$ cat config.mk
export PLATFORM = sky130hd
export DESIGN_NAME = oled_spi_sink_flat
export DESIGN_NICKNAME = d
export VERILOG_FILES = /design/src/rtl/oled_spi_sink_if.sv /design/src/rtl/oled_spi_sink.sv /design/src/flat_wrapper.sv
export SDC_FILE = /design/constraint.sdc
export NUM_CORES = 1
export LEC_CHECK = 0
export CAP_MARGIN = 20
export CELL_PAD_IN_SITES_DETAIL_PLACEMENT = 0
export CELL_PAD_IN_SITES_GLOBAL_PLACEMENT = 1
export CORE_ASPECT_RATIO = 0.8
export CORE_UTILIZATION = 35
export DETAILED_ROUTE_END_ITERATION = 10
export PLACE_DENSITY_LB_ADDON = 0.1
export SYNTH_ARGS = -nofsm -noshare
export SYNTH_HDL_FRONTEND = slang
export SYNTH_SLANG_ARGS = --single-unit
$ cat constraint.sdc
create_clock -name clk -period 3.5 [get_ports clk]
set_clock_uncertainty 0.15 [all_clocks]
set_input_delay 0.35 -clock clk [delete_from_list [all_inputs] [get_ports clk]]
set_output_delay 0.35 -clock clk [all_outputs]
set_load 0.005 [all_outputs]
$ cat src/rtl/oled_spi_sink_if.sv
// SPI write port of an SSD1331-style OLED controller plus the decoded
// command/pixel stream it produces.
`timescale 1ns/1ps

interface oled_spi_sink_if;
  logic        cs;
  logic        sdin;
  logic        sclk;
  logic        d_cn;
  logic        cmd_valid;
  logic [7:0]  cmd_byte;
  logic        pixel_valid;
  logic [15:0] pixel_data;
  logic [6:0]  pixel_x;
  logic [5:0]  pixel_y;
  logic        frame_done;

  modport master (
    output cs, sdin, sclk, d_cn,
    input  cmd_valid, cmd_byte, pixel_valid, pixel_data, pixel_x, pixel_y, frame_done
  );

  modport slave (
    input  cs, sdin, sclk, d_cn,
    output cmd_valid, cmd_byte, pixel_valid, pixel_data, pixel_x, pixel_y, frame_done
  );
endinterface

$ cat src/rtl/oled_spi_sink.sv
// SPI sink for an OLED controller: deserialises bytes, consumes column/row
// window commands and turns RGB565 data byte pairs into addressed pixels.
`timescale 1ns/1ps

module oled_spi_sink #(
  parameter int COLS = 96,
  parameter int ROWS = 64
) (
  input  logic            clk,
  input  logic            reset_n,
  oled_spi_sink_if.slave  spi
);

  localparam logic [7:0] COL_MAX = 8'(COLS - 1);
  localparam logic [7:0] ROW_MAX = 8'(ROWS - 1);

  typedef enum logic [2:0] {IDLE, COL_S, COL_E, ROW_S, ROW_E} dec_state_t;

  function automatic logic [6:0] clamp_col(input logic [7:0] b);
    return (b > COL_MAX) ? COL_MAX[6:0] : b[6:0];
  endfunction

  function automatic logic [5:0] clamp_row(input logic [7:0] b);
    return (b > ROW_MAX) ? ROW_MAX[5:0] : b[5:0];
  endfunction

  // Stage [2] of each chain is the aligned copy used with the registered edge.
  logic [2:0] cs_sync, sdin_sync, sclk_sync, dcn_sync;
  logic       sclk_rise;

  // NOTE: sequential state uses non-blocking assignments so every flop samples
  // pre-edge values; blocking here would collapse the synchronizer chain.
  always_ff @(posedge clk or negedge reset_n) begin
    if (!reset_n) begin
      cs_sync   <= '0;
      sdin_sync <= '0;
      sclk_sync <= '0;
      dcn_sync  <= '0;
      sclk_rise <= 1'b0;
    end else begin
      cs_sync   <= {cs_sync[1:0],   spi.cs};
      sdin_sync <= {sdin_sync[1:0], spi.sdin};
      sclk_sync <= {sclk_sync[1:0], spi.sclk};
      dcn_sync  <= {dcn_sync[1:0],  spi.d_cn};
      sclk_rise <= sclk_sync[1] & ~sclk_sync[2];
    end
  end

  logic [6:0] shreg;
  logic [2:0] bit_cnt;
  logic       phase_lo;
  logic [7:0] hi_byte;
  dec_state_t state;
  logic [6:0] col_start, col_end, cur_x;
  logic [5:0] row_start, row_end, cur_y;

  logic [7:0] byte_v;
  logic [6:0] col_param, col_end_v;
  logic [5:0] row_param, row_end_v;

  // NOTE: every always_comb output is assigned on every path, so no latches.
  always_comb begin
    byte_v    = {shreg, sdin_sync[2]};
    col_param = clamp_col(byte_v);
    row_param = clamp_row(byte_v);
    col_end_v = (col_param < col_start) ? col_start : col_param;
    row_end_v = (row_param < row_start) ? row_start : row_param;
  end

  always_ff @(posedge clk or negedge reset_n) begin
    if (!reset_n) begin
      shreg           <= '0;
      bit_cnt         <= '0;
      phase_lo        <= 1'b0;
      hi_byte         <= '0;
      state           <= IDLE;
      col_start       <= '0;
      col_end         <= COL_MAX[6:0];
      row_start       <= '0;
      row_end         <= ROW_MAX[5:0];
      cur_x           <= '0;
      cur_y           <= '0;
      spi.cmd_valid   <= 1'b0;
      spi.cmd_byte    <= '0;
      spi.pixel_valid <= 1'b0;
      spi.pixel_data  <= '0;
      spi.pixel_x     <= '0;
      spi.pixel_y     <= '0;
      spi.frame_done  <= 1'b0;
    end else begin
      spi.cmd_valid   <= 1'b0;
      spi.pixel_valid <= 1'b0;
      spi.frame_done  <= 1'b0;
      if (cs_sync[2]) begin
        bit_cnt <= '0;
      end else if (sclk_rise) begin
        shreg   <= byte_v[6:0];
        bit_cnt <= bit_cnt + 3'd1;
        if (bit_cnt == 3'd7) begin
          if (!dcn_sync[2]) begin
            phase_lo <= 1'b0;
            unique case (state)
              IDLE: begin
                if (byte_v == 8'h15)      state <= COL_S;
                else if (byte_v == 8'h75) state <= ROW_S;
                else begin
                  spi.cmd_valid <= 1'b1;
                  spi.cmd_byte  <= byte_v;
                end
              end
              COL_S: begin
                col_start <= col_param;
                state     <= COL_E;
              end
              COL_E: begin
                col_end <= col_end_v;
                cur_x   <= col_start;
                state   <= IDLE;
              end
              ROW_S: begin
                row_start <= row_param;
                state     <= ROW_E;
              end
              ROW_E: begin
                row_end <= row_end_v;
                cur_y   <= row_start;
                state   <= IDLE;
              end
              default: state <= IDLE;
            endcase
          end else begin
            // Data aborts any half-written window command.
            state <= IDLE;
            if (!phase_lo) begin
              hi_byte  <= byte_v;
              phase_lo <= 1'b1;
            end else begin
              phase_lo        <= 1'b0;
              spi.pixel_valid <= 1'b1;
              spi.pixel_data  <= {hi_byte, byte_v};
              spi.pixel_x     <= cur_x;
              spi.pixel_y     <= cur_y;
              if (cur_x < col_end) begin
                cur_x <= cur_x + 7'd1;
              end else begin
                cur_x <= col_start;
                if (cur_y < row_end) begin
                  cur_y <= cur_y + 6'd1;
                end else begin
                  cur_y          <= row_start;
                  spi.frame_done <= 1'b1;
                end
              end
            end
          end
        end
      end
    end
  end

endmodule

$ cat src/flat_wrapper.sv
// flat-port wrapper written by rule: the top's interface ports become plain ports
module oled_spi_sink_flat 
#(
  parameter int COLS = 96,
  parameter int ROWS = 64
)
  (clk, reset_n, spi_cs, spi_sdin, spi_sclk, spi_d_cn, spi_cmd_valid, spi_cmd_byte, spi_pixel_valid, spi_pixel_data, spi_pixel_x, spi_pixel_y, spi_frame_done);
  oled_spi_sink_if spi_i ();
  input  logic clk;
  input  logic reset_n;
  input wire logic [$bits(spi_i.cs)-1:0] spi_cs;
  input wire logic [$bits(spi_i.sdin)-1:0] spi_sdin;
  input wire logic [$bits(spi_i.sclk)-1:0] spi_sclk;
  input wire logic [$bits(spi_i.d_cn)-1:0] spi_d_cn;
  output wire logic [$bits(spi_i.cmd_valid)-1:0] spi_cmd_valid;
  output wire logic [$bits(spi_i.cmd_byte)-1:0] spi_cmd_byte;
  output wire logic [$bits(spi_i.pixel_valid)-1:0] spi_pixel_valid;
  output wire logic [$bits(spi_i.pixel_data)-1:0] spi_pixel_data;
  output wire logic [$bits(spi_i.pixel_x)-1:0] spi_pixel_x;
  output wire logic [$bits(spi_i.pixel_y)-1:0] spi_pixel_y;
  output wire logic [$bits(spi_i.frame_done)-1:0] spi_frame_done;
  assign spi_i.cs = spi_cs;
  assign spi_i.sdin = spi_sdin;
  assign spi_i.sclk = spi_sclk;
  assign spi_i.d_cn = spi_d_cn;
  assign spi_cmd_valid = spi_i.cmd_valid;
  assign spi_cmd_byte = spi_i.cmd_byte;
  assign spi_pixel_valid = spi_i.pixel_valid;
  assign spi_pixel_data = spi_i.pixel_data;
  assign spi_pixel_x = spi_i.pixel_x;
  assign spi_pixel_y = spi_i.pixel_y;
  assign spi_frame_done = spi_i.frame_done;
  oled_spi_sink #(.COLS(COLS), .ROWS(ROWS)) u_core (.clk(clk), .reset_n(reset_n), .spi(spi_i));
endmodule
Yosys cells after proc, flatten, opt, wreduce, memory -nomap -nowiden
Index checks and enable logic that the tools add are counted.
{"block": "totals", "regBits": 114, "latchBits": 0, "mem_bits_rw": 0, "rom_bits": 0, "word_cells": 105, "memories": 0}
{"block": "classes", "add_sub_neg": 3, "multipliers": 0, "n_div": 0, "n_lt_le_gt_ge": 6, "n_eq_ne": 10, "shift": 0, "mux": 40, "n_bitwise": 7, "reduce_logical": 16}
{"cell": "$mux 6", "n": 7}
{"cell": "$mux 7", "n": 6}
{"cell": "$reduce_and 5->1", "n": 7}
{"cell": "$mux 1", "n": 21}
{"cell": "$mux 3", "n": 5}
{"cell": "$lt 7x7->1", "n": 2}
{"cell": "$lt 6x6->1", "n": 2}
{"cell": "$pmux 3 s3", "n": 1}
{"cell": "$eq 8x5->1 const B", "n": 1}
{"cell": "$eq 8x7->1 const B", "n": 1}
{"cell": "$gt 8x6->1 const B", "n": 1}
{"cell": "$gt 8x7->1 const B", "n": 1}
{"cell": "$add 7x1->7 const B", "n": 1}
{"cell": "$reduce_and 7->1", "n": 1}
{"cell": "$add 6x1->6 const B", "n": 1}
{"cell": "$eq 3x2->1 const B", "n": 2}
{"cell": "$eq 3x3->1 const B", "n": 2}
{"cell": "$not 1->1", "n": 6}
{"cell": "$reduce_and 6->1", "n": 1}
{"cell": "$reduce_bool 2->1", "n": 3}
{"cell": "$ne 2x2->1 const B", "n": 2}
{"cell": "$ne 4x1->1 const B", "n": 1}
{"cell": "$reduce_and 4->1", "n": 1}
{"cell": "$add 3x1->3 const B", "n": 1}
{"cell": "5 further kinds", "n": 5}

Longest topological paths before layout
Gate-level depths: netlist (run 1).
{"block": "depth", "ltp_word": 8, "mapped_depth": 10, "ltp_nobuf": 9}

Worst setup path after synthesis (run 1)
Ideal clock, no wire load.
{"block": "synth_path", "kind": "register -> register", "start": "reg u_core.shreg[5]", "end": "reg u_core.row_end[0]", "setup_ns": 0.082, "arrival_ns": 2.172, "required_ns": 3.268, "path_slack_ns": 1.096, "stages_incl_launch_ff": 9, "period_less_slack_ns": 2.404, "cell_sequence": "dfrtp_1 clkbuf_1 or3_1 ha_1 a21o_1 a21oi_1 o211ai_2 mux2i_1 mux2_2"}
{"block": "synth_via", "elab_chain_cells": 4}
{"element": "from (decl)", "line": "oled_spi_sink.sv:49", "rtl": "logic [6:0] shreg;"}
{"element": "from (signal assigned)", "line": "oled_spi_sink.sv:97", "rtl": "shreg <= byte_v[6:0];"}
{"element": "$gt 8x6->1", "line": "oled_spi_sink.sv:24", "rtl": "return (b > ROW_MAX) ? ROW_MAX[5:0] : b[5:0];"}
{"element": "$mux 6", "line": "oled_spi_sink.sv:24"}
{"element": "via u_core.row_param[4]", "line": "oled_spi_sink.sv:59", "rtl": "logic [5:0] row_param, row_end_v;"}
{"element": "$lt 6x6->1", "line": "oled_spi_sink.sv:67", "rtl": "row_end_v = (row_param < row_start) ? row_start : row_param;"}
{"element": "$mux 6", "line": "oled_spi_sink.sv:67"}
{"element": "to (signal assigned)", "line": "oled_spi_sink.sv:80", "rtl": "row_end <= ROW_MAX[5:0];"}
{"element": "to (signal assigned)", "line": "oled_spi_sink.sv:125", "rtl": "row_end <= row_end_v;"}
{"element": "to (decl)", "line": "oled_spi_sink.sv:55", "rtl": "logic [5:0] row_start, row_end, cur_y;"}
The timed path passes the listed nets, and every way through them passes these cells.
A chain may end at the register's enable or synchronous reset.

Worst setup path in the final report (run 1)
{"block": "layout_path", "start": "reg u_core.shreg[5]", "end": "reg u_core.col_end[0]"}
{"block": "layout_via", "elab_chain_cells": 4}
{"element": "$gt 8x7->1", "line": "oled_spi_sink.sv:20", "rtl": "return (b > COL_MAX) ? COL_MAX[6:0] : b[6:0];"}
{"element": "$mux 7", "line": "oled_spi_sink.sv:20"}
{"element": "via u_core.col_param[1]", "line": "oled_spi_sink.sv:58", "rtl": "logic [6:0] col_param, col_end_v;"}
{"element": "$lt 7x7->1", "line": "oled_spi_sink.sv:66", "rtl": "col_end_v = (col_param < col_start) ? col_start : col_param;"}
{"element": "$mux 7", "line": "oled_spi_sink.sv:66"}
{"element": "to (signal assigned)", "line": "oled_spi_sink.sv:78", "rtl": "col_end <= COL_MAX[6:0];"}
{"element": "to (signal assigned)", "line": "oled_spi_sink.sv:116", "rtl": "col_end <= col_end_v;"}
{"element": "to (decl)", "line": "oled_spi_sink.sv:54", "rtl": "logic [6:0] col_start, col_end, cur_x;"}
The timed path passes the listed nets, and every way through them passes these cells.

==> flow_metrics.py, run 1 <==
metrics = {
    "clocking": {
        "clk_pin_slew_ns": 0.06,
        "cts_tree": "yes",
        "clk_path_buf_depth": 2,
        "root_buffer": "clkbuf_16",
        "cts_resized": 0,
        "cts_post_setup_buffers_inserted": 0,
        "clk_latency_ns": 0.42,
        "htreeDepth": 4,
        "cts.sinks": 114,
        "cts_buffers": 17,
    },
    "power_and_ir_drop": {
        "leakage_nw": 3.040,
        "peakVddDrop_mv": 0.3738,
        "total_power_mw": 3.873,
        "p_per_area_nw_per_um2": 591.5,
    },
    "global_route": {
        "grt.met2_usage_pct": 21.47,
        "antenna_found_initial": 0,
        "grt_pass1_wl_um": 18140,
        "met1_usage_pct": 22.00,
        "first_global_vias": 3351,
        "overflow": 0,
        "gr-max-usage-layer": "met1",
        "track_usage_pct": 15.53,
        "grt_util_met3_pct": 5.419,
        "grt_max_degree": 65,
    },
    "synthesis": {
        "synth_area_leaders": "dfrtp_1 (48%), mux2_2 (13%), ha_1 (6.2%)",
        "avgSynthCellArea_um2": 11.67,
        "yosys_warnings": 0,
        "synth_cells": 453,
        "synth_top_area_cell": "dfrtp_1",
        "synth-edff-count": 0,
        "yosysMostFrequentCell": "dfrtp_1",
        "netlist_area_um2": 5285,
        "synth_fp_nets": 485,
        "yosysTopAreaCellShare_pct": 48.30,
        "synth-seq-cells": 114,
        "synthFlopType": "dfrtp_1",
        "yosysSeqAreaShare_pct": 54.26,
        "synth_cell_types": 48,
        "async_flop_share_pct": 100.0,
        "synth_common_cells": "dfrtp_1 (102), mux2_2 (59), nand2_1 (33)",
    },
    "setup_path": {
        "r2r_start": "u_core.shreg[5]",
        "arrival_ns": 2.92,
        "crit_family": "compound AO/OA/AOI/OAI gates",
        "crit_path_top_delay_cell": "dfrtp_1",
        "critPathBufInv": 0,
        "cp_cell_sequence": "a21oi_1 -> nand2b_1 -> ha_1 -> nor3b_1 -> a21oi_1 -> o21ai_0 -> o211ai_2 -> mux2i_1 -> o21ai_0",
        "reg2reg_depth": 9,
        "max_stage_delay_ns": 0.49,
        "critPathLaunch": "u_core.shreg[5]",
        "cp-end-kind": "register",
        "rrSetupSlack_ns": 0.77,
        "crit_type": "register to register",
        "r2r-end": "u_core.col_end[0]",
        "critPathMaxFanout": 13,
        "worstSetupStartpointType": "register",
        "cp.required_ns": 3.68,
    },
    "drt": {
        "antenna_left": 0,
        "post-route-drc-count": 0,
        "avgViaCountPerCell": 4.882,
        "vias": 3432,
        "wl_um": 11020,
        "first_pass_iters": 4,
        "post_drt_wl_per_cell_um": 15.68,
        "drtIter0Drc": 216,
    },
    "floorplan": {
        "die_w_um": 139.4,
        "die_h_um": 111.9,
        "io_pins": 46,
        "rows": 39,
        "core_um2": 14490,
        "fp.dieArea_um2": 15600,
        "initial_core_util_pct": 36.47,
    },
    "worst_hold_path": {
        "hold_end": "u_core.cs_sync[2]",
        "min-delay-start": "u_core.cs_sync[1]",
        "hp-class": "register to register",
        "whs_path_depth": 0,
    },
    "timing": {
        "setup_viol_count_final": 0,
        "maxSlewHeadroom_pct": 44.05,
        "max_freq_mhz": 365.7,
        "finalMaxSlewViolations": 0,
        "setup_tns_ns": 0,
        "rsz0062_at_grt": "false",
        "timing.final.crit_share_pct": 78.12,
        "fin_crit_ns": 2.734,
        "hold_viol": 0,
        "fin_ws_ns": 0.7657,
        "tightest_slew_ns": 0.8393,
    },
    "outcome": {
        "status": "finished, final reports clean",
    },
    "placement": {
        "gp_congestion": 0.7504,
        "port-buffer-count": 45,
        "place_ws_ns": 0.7676,
        "dpl.hpwl_um": 7588,
    },
    "layout": {
        "antenna_cells": 0,
        "area_growth_pct": 23.91,
        "multi_input_area_um2": 2218,
        "finalNetCount": 538,
        "drive_gt1_share_pct": 22.74,
        "fillers": 1330,
        "regArea_um2": 2868,
    },
    "flow_run": {
        "drv_cap": 0,
    },
}
## timing repair
item	CTS	global route
hold buffers	1	0
endpoints found under the setup margin	0	0
endpoints found under the hold margin	51	0
## layout make-up
| type | instances | share of cell area (%) |
|---|---|---|
| Timing Repair Buffer | 51 | 7.757 |
| Inverter | 31 | 1.777 |
| Multi-Input combinational cell | 291 | 33.87 |
| Sequential cell | 114 | 43.79 |
| Clock inverter | 15 | 2.789 |
| Clock buffer | 17 | 6.496 |
| Tap cell | 184 | 3.515 |
## flip-flops by register name (all words and copies together), names as in the netlist, 6 cells and up
register / count
u_core.col_end: 7
u_core.col_start: 7
u_core.cur_x: 7
u_core.cur_y: 6
u_core.hi_byte: 8
u_core.row_end: 6
u_core.row_start: 6
u_core.shreg: 7
u_core.spi.cmd_byte: 8
u_core.spi.pixel_data: 16
u_core.spi.pixel_x: 7
u_core.spi.pixel_y: 6
## metal layers
metal  up-vias  share of wire (%)
li1       1694                  -
met1      1651                 52
met2        74                 41
met3        13                5.6
met4         0                1.3
met5         -                  0
## worst register-to-register path: stages, from the launching register on
cell and delay (ns):
dfrtp_1 0.49, a21oi_1 0.44, nand2b_1 0.18, ha_1 0.23, nor3b_1 0.20, a21oi_1 0.09, o21ai_0 0.22, o211ai_2 0.28
mux2i_1 0.19, o21ai_0 0.17
## placed cells by master, fill, tap and decap left out, drive strengths merged, types with 3 or more instances in the layout
cell type and n:
a21o 4, mux2 59, o21ai 26, mux2i 21, dfrtp 102, nand3 15, inv 42, o211ai 3
buf 6, ha 26, o2bb2ai 3, a21oi 26, nand2b 9, a211oi 3, nor2 22, or3 5
clkbuf 17, nand2 36, dfstp 12, and3 5, clkdlybuf4s50 44, nor3b 3
## logic make-up after synthesis
logic type      synth area share [%]
simple gates                   10.06
fa+ha+maj                      6.155
mux                            16.55
compound gates                 8.831
xor+xnor                      0.3315
buf+inv                        3.811
flops                          54.26
## worst max-delay path by stage
stage                   endpoint  depth (start not counted)
5_1_grt        u_core.col_end[3]                          9
3_3_place_gp   u_core.col_end[5]                          9
3_5_place_dp   u_core.col_end[0]                          9
4_1_cts        u_core.col_end[0]                          9
2_1_floorplan  u_core.row_end[0]                          8
6_report       u_core.col_end[0]                          9
## report_power, final
group	total [mW]	switching [mW]	internal, mW	leakage, nW
Clock	1.77	0.687	1.08	0.298
Sequential	1.46	0.0999	1.36	1.51
Combinational	0.644	0.356	0.289	1.23
## stage by stage
stage | std cells | cell area (µm²) | hold slack [ns] | utilization [%]
floorplan | 453 | 5285 | -0.09559 | -
global placement | 670 | 5931 | 0.1836 | 40.92
detailed placement | 670 | 5931 | 0.1847 | 40.92
CTS | 703 | 6549 | 0.1901 | 45.19
global route | 703 | 6549 | 0.1918 | 45.19
finish | 703 | 6549 | 0.1976 | 45.19
Note: power is estimated with default switching activity, not from simulation.
==> run 2: changes to the inputs <==
Clock period 3.5 ns to 2.35 ns, I/O delays scaled along.
==> run 2 against run 1 <==
Against the previous run: critical path depth decreased by 2; non-clock buffer count up 35; design area rose by 7.9%; sequential power increased by 44%; setup slack got worse by 0.74 ns; largest power group unchanged; register-to-register slack worse by 0.74 ns; combinational power rose to 2.6 times the previous value; critical path type unchanged.
==> flow_metrics.py, run 2 (synthesis results as in run 1) <==
metrics = {
    "setup_path": {
        "reg2reg_depth": 7,
        "r2r_start": "u_core.shreg[6]",
        "r2r-end": "u_core.row_end[0]",
        "worstSetupStartpointType": "register",
        "rrSetupSlack_ns": 0.03,
        "crit_path_top_delay_cell": "dfrtp_2",
        "crit_type": "register to register",
        "cp.required_ns": 2.53,
        "cp_cell_sequence": "or3_4 -> ha_4 -> nand3_4 -> a211o_1 -> o211ai_4 -> mux2i_1 -> mux2_2",
        "max_stage_delay_ns": 0.43,
        "critPathMaxFanout": 6,
        "arrival_ns": 2.50,
        "cp-end-kind": "register",
    },
    "floorplan": {
        "initial_core_util_pct": 36.47,
        "io_pins": 46,
        "rows": 39,
        "core_um2": 14490,
        "die_w_um": 139.4,
        "die_h_um": 111.9,
        "fp.dieArea_um2": 15600,
    },
    "worst_hold_path": {
        "hp-class": "input port to register",
        "hold_end": "u_core.sclk_sync[0]",
        "whs_path_depth": 1,
        "min-delay-start": "spi_sclk",
    },
    "power_and_ir_drop": {
        "peakVddDrop_mv": 0.5227,
        "leakage_nw": 3.252,
        "p_per_area_nw_per_um2": 921.0,
        "total_power_mw": 6.509,
    },
    "timing": {
        "hold_viol": 0,
        "holdWs_ns": 0.1115,
        "timing.final.crit_share_pct": 98.87,
        "setup_viol_count_final": 0,
        "fin_crit_ns": 2.323,
        "maxSlewHeadroom_pct": 57.33,
        "tightest_slew_ns": 0.6400,
        "rsz0062_at_grt": "true",
        "max_freq_mhz": 430.4,
        "finalMaxSlewViolations": 0,
        "fin_ws_ns": 0.02654,
    },
    "layout": {
        "fin_cells": 738,
        "final_util_pct": 48.77,
        "finalNetCount": 574,
        "registers.top_by_ff_count": "u_core.spi.pixel_data",
        "fillers": 1306,
        "area_growth_pct": 33.74,
        "antenna_cells": 0,
        "final_common_cell": "dfrtp_1",
        "largestRegisters": "u_core.spi.pixel_data (16), u_core.hi_byte (8), u_core.spi.cmd_byte (8)",
        "drive_gt1_share_pct": 32.13,
        "final_cell_mix": "dfrtp_1 (100), mux2_2 (59), clkdlybuf4s50_1 (44)",
        "largest_reg_flops": 16,
    },
    "drt": {
        "wl_um": 11380,
        "antenna_left": 0,
        "first_pass_iters": 4,
        "vias": 3607,
        "avgViaCountPerCell": 4.888,
        "post-route-drc-count": 0,
        "drtIter0Drc": 142,
        "post_drt_wl_per_cell_um": 15.41,
    },
    "clocking": {
        "clk_path_buf_depth": 2,
        "clk_latency_ns": 0.41,
        "cts_tree": "yes",
        "root_buffer": "clkbuf_16",
        "cts.sinks": 114,
        "htreeDepth": 4,
        "clk_pin_slew_ns": 0.05,
        "cts_buffers": 17,
    },
    "global_route": {
        "overflow": 0,
        "grt_pass1_wl_um": 18980,
        "first_global_vias": 3610,
        "antenna_found_initial": 0,
        "grt_max_degree": 49,
        "track_usage_pct": 16.06,
    },
    "placement": {
        "port-buffer-count": 45,
        "place_ws_ns": -0.04506,
        "dp.cells": 698,
        "gp_congestion": 0.7469,
        "dpl.hpwl_um": 7835,
    },
    "flow_run": {
        "drv_cap": 0,
    },
    "outcome": {
        "status": "finished, final reports clean",
    },
}
## run 2: cell count changes in the layout (fill, tap and decap cells not counted), sizes merged, moves of 3 or more
cell and change:
buf +35, inv -11, bufinv +3, clkbuf +3, clkinv +3
## run 2: worst max-delay path, delay by kind of cell, from the launching register on
| kind | cells | cell delay (ns) |
|---|---|---|
| compound gates | 2 | 0.49 |
| fa+ha+maj | 1 | 0.29 |
| flops | 1 | 0.43 |
| mux | 2 | 0.39 |
| simple gates | 2 | 0.50 |
## run 2: power breakdown
part           switching [mW]  internal [mW]  total (mW)
Sequential             0.0666           2.03        2.10
Clock                   0.866           1.89        2.76
Combinational           0.806          0.847        1.65
Total                    1.74           4.77        6.51
## run 2: area by class of cell
class / instances / area [µm²] / area share (%)
timing repair buffer: 86 / 792.0 / 11.21
multi-input combinational: 292 / 2427 / 34.34
tap: 184 / 230.2 / 3.257
clock buffer: 20 / 446.7 / 6.320
inverter: 31 / 116.4 / 1.646
clock inverter: 11 / 185.2 / 2.620
sequential: 114 / 2870 / 40.61
## run 2: repair_timing
action                     in CTS  in global routing
hold endpoints to repair       38                  0
hold buffers                    1                  0
cloned                          0                  2
setup buffers                   0                  6
gates resized for setup         7                 40
pin swaps                       4                 16
setup endpoints to repair      12                 23
## run 2: how the worst max path moves through the flow
stage                          from                end  slack [ns]  depth (start not counted)
CTS                 u_core.shreg[6]  u_core.row_end[0]       0.004                          7
detailed placement  u_core.shreg[5]  u_core.col_end[3]       -0.05                         10
finish              u_core.shreg[6]  u_core.row_end[0]        0.03                          7
global route        u_core.shreg[5]  u_core.row_end[0]       -0.03                          8
floorplan           u_core.shreg[5]  u_core.row_end[0]       -0.03                          8
global placement    u_core.shreg[6]  u_core.row_end[0]       -0.03                          7
## run 2: through the flow
stage | area [µm²] | setup TNS (ns)
floorplan | 5293 | -0.04081
global placement | 6158 | -0.03163
detailed placement | 6158 | -0.1794
CTS | 6833 | 0
global route | 7068 | -0.03346
finish | 7068 | 0
## run 2: per-layer routing
metal	up-vias	wire (µm)	track usage [%]
li1	1767	-	-
met1	1759	5993	23.03
met2	69	4760	22.28
met3	12	463	5.161
met4	0	159	6.222
met5	-	0	0
